[src/rtl/bcd_pkg.sv]
// bcd_pkg: constants and types shared by the sequential BCD adder.
//   DIGIT_W  - bits per packed BCD digit
//   BCD_MAX  - largest legal decimal digit
//   BCD_CORR - correction added to a digit sum that exceeds BCD_MAX
//   state_t  - controller states (IDLE, ADD, DONE)
//   digit_bad() - true when a 4-bit digit is not a legal BCD digit
package bcd_pkg;

  localparam int DIGIT_W  = 4;
  localparam int BCD_MAX  = 9;
  localparam int BCD_CORR = 6;

  typedef enum logic [1:0] {
    IDLE = 2'd0,
    ADD  = 2'd1,
    DONE = 2'd2
  } state_t;

  function automatic logic digit_bad(input logic [DIGIT_W-1:0] d);
    return d > DIGIT_W'(BCD_MAX);
  endfunction

endpackage

[src/rtl/bcd_digit_add.sv]
// bcd_digit_add: combinational single-digit BCD adder.
//   a, b : 4-bit BCD digits
//   cin  : decimal carry in
//   s    : 4-bit BCD result digit
//   cout : decimal carry out
module bcd_digit_add
  import bcd_pkg::*;
(
  input  logic [DIGIT_W-1:0] a,
  input  logic [DIGIT_W-1:0] b,
  input  logic               cin,
  output logic [DIGIT_W-1:0] s,
  output logic               cout
);

  logic [DIGIT_W:0] raw;
  logic [DIGIT_W:0] corr;

  always_comb begin
    raw  = {1'b0, a} + {1'b0, b} + {{DIGIT_W{1'b0}}, cin};
    corr = raw + (DIGIT_W + 1)'(BCD_CORR);
    if (raw > (DIGIT_W + 1)'(BCD_MAX)) begin
      // Adding 6 skips the six unused codes; the mod-16 wrap drops bit 4.
      s    = corr[DIGIT_W-1:0];
      cout = 1'b1;
    end else begin
      s    = raw[DIGIT_W-1:0];
      cout = 1'b0;
    end
  end

endmodule

[src/rtl/bcd_seq_adder.sv]
// bcd_seq_adder: adds two packed BCD operands one digit per cycle using a
// single time-shared bcd_digit_add.
//   clock     : sole clock, rising edge
//   reset     : synchronous, active-high
//   start     : request; accepted only in IDLE (operands sampled then)
//   a, b      : packed BCD operands, digit 0 in bits [3:0]
//   cin       : decimal carry into digit 0
//   busy      : high only in ADD
//   done      : one-cycle pulse (DONE state) marking sum/cout/err valid
//   sum, cout : BCD result and carry out of the top digit
//   err       : last accepted operand pair contained a digit > 9
//   state_dbg : current controller state
//
// Handshake: start is a level request with no ready; it is taken on the
// rising edge where the controller is in IDLE and ignored otherwise.
// Results are valid while done is high and are held until the next
// accepted start.
module bcd_seq_adder
  import bcd_pkg::*;
#(
  parameter int DIGITS = 4
) (
  input  logic                      clock,
  input  logic                      reset,
  input  logic                      start,
  input  logic [DIGIT_W*DIGITS-1:0] a,
  input  logic [DIGIT_W*DIGITS-1:0] b,
  input  logic                      cin,
  output logic                      busy,
  output logic                      done,
  output logic [DIGIT_W*DIGITS-1:0] sum,
  output logic                      cout,
  output logic                      err,
  output state_t                    state_dbg
);

  localparam int W     = DIGIT_W * DIGITS;
  localparam int IDX_W = (DIGITS > 1) ? $clog2(DIGITS) : 1;
  localparam logic [IDX_W-1:0] LAST_IDX = IDX_W'(DIGITS - 1);

  state_t             state_q, state_d;
  logic [W-1:0]       a_q, b_q, sum_q;
  logic               carry_q, cout_q, err_q;
  logic [IDX_W-1:0]   idx_q;
  logic               in_bad;
  logic               last_digit;
  logic [DIGIT_W-1:0] a_dig, b_dig, s_dig;
  logic               c_dig;

  assign last_digit = (idx_q == LAST_IDX);

  // Any illegal digit in the incoming operands routes straight to DONE.
  always_comb begin
    in_bad = 1'b0;
    for (int i = 0; i < DIGITS; i++) begin
      if (digit_bad(a[i*DIGIT_W +: DIGIT_W]) || digit_bad(b[i*DIGIT_W +: DIGIT_W]))
        in_bad = 1'b1;
    end
  end

  // Select the current digit of each registered operand.
  always_comb begin
    a_dig = '0;
    b_dig = '0;
    for (int i = 0; i < DIGITS; i++) begin
      if (idx_q == IDX_W'(i)) begin
        a_dig = a_q[i*DIGIT_W +: DIGIT_W];
        b_dig = b_q[i*DIGIT_W +: DIGIT_W];
      end
    end
  end

  bcd_digit_add u_digit (
    .a    (a_dig),
    .b    (b_dig),
    .cin  (carry_q),
    .s    (s_dig),
    .cout (c_dig)
  );

  always_comb begin
    state_d = state_q;
    case (state_q)
      IDLE:    if (start) state_d = in_bad ? DONE : ADD;
      ADD:     if (last_digit) state_d = DONE;
      DONE:    state_d = IDLE;
      default: state_d = IDLE;
    endcase
  end

  always_ff @(posedge clock) begin
    if (reset) state_q <= IDLE;
    else       state_q <= state_d;
  end

  always_ff @(posedge clock) begin
    if (reset) begin
      a_q     <= '0;
      b_q     <= '0;
      sum_q   <= '0;
      carry_q <= 1'b0;
      cout_q  <= 1'b0;
      err_q   <= 1'b0;
      idx_q   <= '0;
    end else begin
      case (state_q)
        IDLE: begin
          if (start) begin
            a_q     <= a;
            b_q     <= b;
            carry_q <= cin;
            sum_q   <= '0;
            cout_q  <= 1'b0;
            idx_q   <= '0;
            err_q   <= in_bad;
          end
        end
        ADD: begin
          for (int i = 0; i < DIGITS; i++) begin
            if (idx_q == IDX_W'(i)) sum_q[i*DIGIT_W +: DIGIT_W] <= s_dig;
          end
          carry_q <= c_dig;
          if (last_digit) begin
            cout_q <= c_dig;
            idx_q  <= '0;
          end else begin
            idx_q  <= idx_q + IDX_W'(1);
          end
        end
        default: ;
      endcase
    end
  end

  assign busy      = (state_q == ADD);
  assign done      = (state_q == DONE);
  assign sum       = sum_q;
  assign cout      = cout_q;
  assign err       = err_q;
  assign state_dbg = state_q;

endmodule

[config.mk]
export PLATFORM = sky130hd
export DESIGN_NAME = bcd_seq_adder
export DESIGN_NICKNAME = d
export VERILOG_FILES = /design/src/rtl/bcd_pkg.sv /design/src/rtl/bcd_digit_add.sv /design/src/rtl/bcd_seq_adder.sv
export SDC_FILE = /design/constraint.sdc
export NUM_CORES = 1
export LEC_CHECK = 0
export CORE_ASPECT_RATIO = 1.2
export CORE_MARGIN = 2
export CORE_UTILIZATION = 46
export CTS_CLUSTER_SIZE = 14
export DETAILED_ROUTE_END_ITERATION = 10
export GPL_ROUTABILITY_DRIVEN = 0
export PLACE_DENSITY = 0.74
export SKIP_CTS_REPAIR_TIMING = 1
export SLEW_MARGIN = 10
export SYNTH_ARGS = -nofsm -noshare
export SYNTH_HDL_FRONTEND = slang
export SYNTH_SLANG_ARGS = --single-unit
[constraint.sdc]
create_clock -name clock -period 4.2 [get_ports clock]
set_clock_uncertainty 0.1 [all_clocks]
set_input_delay 1.05 -clock clock [delete_from_list [all_inputs] [get_ports clock]]
set_output_delay 1.05 -clock clock [all_outputs]
set_load 0.05 [all_outputs]
==> impl_results.md <==
- CP peak stage delay: roughly 0.46 ns
- Die ar.: about 0.0063 mm²
- Synthesized instance count: approximately 340
- Avg Vias per Cell: 5.47
- TritonCTS clock tree: done
- Crit path top cell by count: a21oi_1
- Largest net degree at the start of global routing: 54
- Worst path slowest cell: fa_1
- Most frequent cells in the layout: nand2_1 (81), a21oi_1 (62), clkdlybuf4s50_1 (57)
- Ant. Diodes: 0
- Worst-path maximum fanout: 5
- Final WL: between 6 and 7 mm
- Sum of negative setup slack: 0 ns
- Critical path type: register to register
- Fin crit period: around 4 ns
- PD cells: roughly 310 mW/mm²
- Die height: just under 90 µm
- Arrival time worst endpoint: approximately 4.0 ns
- Slew Limit Fails: 0
- Min-Delay Path Class: register to register
- Post-synth EDFFs: 0
- Synthesized area: roughly 0.0026 mm²
- Fmax: ~260 MHz
- Initial Utilization: 0.470
- Slew @ Worst Pin: 0.663 ns
- Final HPWL DP: about 4.8 mm
- Area grow syn2layout: 28.1%
- Layout fillers: between 500 and 600
- Synthesized net count: 384
- Tcrit/Tclk final: 0.926
- Clk slew on worst S/H paths: approximately 0.09 ns
- Number of DRC markers in iteration 0: 110
- First-pass GRT wire length: 10.6 mm
- CP Launch Type: register
- GRT Total Usage: 0.214
- VDD IR max: roughly 220 µV
- Initial antenna violation count: 0
- Sequential fraction of the synthesis area: 0.419
- Slew margin rel.: 0.558
- Grt total ovfl: 0
- Max Root-Sink Buffers: 2
- H-tree level count: 2
- CP required: between 4 and 5 ns
- Crit. End Element: register
- Flops & latches, synth: 55
- Synth unique cells: 36
- Remaining DRCs: 0
- Vias: ~2500
- Commonest non-fill, non-tap cell in the layout: nand2_1
- Hold Worst Slack: ~0.36 ns
- Core ar.: between 0.005 and 0.006 mm²
- Outcome: finished, final reports clean
- Clock root buffer: clkbuf_8
- Top FF cell, synth: dfxtp_1
- IO buf count: 57
- Vias in the first global route: 2287
- Setup Viol. Count Final: 0
- Layout cells sized above 1: 0.0672
- I/O pins: between 50 and 60
- Lkg Pwr: ~1.2 nW
- Chip width: 73.0 µm
- Max-cap violations: 0
- CTS Buf Count: 5
- Site Rows: 30
- Syn. warnings: 0
- Clock sinks: 55
- Critical path, cell by cell: inv_1 -> ha_1 -> nand3b_1 -> a21oi_1 -> a21oi_1 -> nor2_1 -> a21oi_1 -> fa_1 -> fa_2 -> xor2_2 -> ha_1 -> a22oi_1 -> a311oi_4 -> mux2_2 -> o21ai_0
- Routed WL per cell: 14.2 µm
- Routed Antenna Nets: 0
- Clock latency on the worst-skew pair: about 0.30 ns
- Pre-antenna DRT Iters: 4
- Final nets: around 430
- Post-synth ARST share: 0
- Syn Area/Cell: 7.78 µm²
- Fin. Hold Viols: 0
[routing by layer]
metal | wire length, µm | vias to the layer above | GRT usage
met5 | 0 | - | 0
met4 | 78 | 0 | 0.0522
met3 | 310 | 10 | 0.0384
met2 | 3340 | 62 | 0.387
met1 | 2680 | 1146 | 0.258
li1 | - | 1248 | -
[through the flow]
step                power (W)  setup WS (ns)  std cells  utilization  instance area, µm²
finish                0.00106          0.310        451        0.602                3370
global route          0.00111       -0.00736        451        0.602                3370
CTS                   0.00106         0.0893        450        0.597                3340
detailed placement   0.000754          0.128        442        0.579                3240
global placement     0.000752          0.341        442        0.579                3240
floorplan            0.000684          0.398        338            -                2630
[where the power goes]
group | switching, W | leakage, nW | internal [W] | total (W)
clock network | 0.000161 | 0.0515 | 0.000151 | 0.000312
registers | 0.0000138 | 0.449 | 0.000543 | 0.000557
logic | 0.000103 | 0.749 | 0.0000877 | 0.000191
total | 0.000278 | 1.25 | 0.000781 | 0.00106
[worst max-delay path, delay by kind of cell, from the launching register on]
kind                     cells  cell delay (ns)
AO/OA/AOI/OAI                6             0.98
adder cells (fa/ha/maj)      4             1.31
buffers and inverters        1             0.11
flip-flops                   1             0.40
AND/OR/NAND/NOR              2             0.27
XOR/XNOR                     1             0.21
multiplexers                 1             0.43
[path summary, 6_finish.rpt]
check	endpoint	cells after the start	slack, ns	from
setup / recovery	sum[14]	15	0.31	idx_q[1]
hold / removal	sum[4]	2	0.36	sum[4]
hold reg to reg	sum[4]	2	0.36	sum[4]
setup reg to reg	sum[14]	15	0.31	idx_q[1]
[kinds of logic after synthesis]
logic type | count (synthesis) | synth area share
mux | 1 | 0.00428
buf+inv | 28 | 0.0404
compound gates | 108 | 0.239
xor+xnor | 2 | 0.00952
fa+ha+maj | 10 | 0.0533
simple gates | 134 | 0.235
flops | 55 | 0.419
[registers in the layout (all words and copies together) (netlist names)]
signal / cells
sum: 16
cout: 1
idx_q: 2
b_q: 16
carry_q: 1
a_q: 16
state_dbg: 2
err: 1
[Yosys cell counts (3+ instances only)]
cell      instances  area share
a21o_1            3      0.0086
o21ai_0          23       0.044
inv_1             6      0.0086
nand3b_1         16       0.046
ha_1              8       0.038
a31oi_1           3      0.0071
o21a_1            3      0.0086
nand2b_1          8       0.019
dfxtp_1          55        0.42
nand2_1          81        0.12
a21oi_1          62        0.12
nor2b_1           3      0.0071
clkbuf_1         19       0.027
a21boi_0          3      0.0086
a32o_2            3       0.013
nor2_1           17       0.024
[cell type report]
cell class,count,area [µm²],area share
tap,64,80.1,0.0238
clock buffer,8,100,0.0297
timing repair buffer,63,616,0.183
sequential,55,1100,0.327
multi-input combinational,255,1450,0.430
inverter,6,22.5,0.00668
No activity file was read; power rests on OpenSTA's default activity.
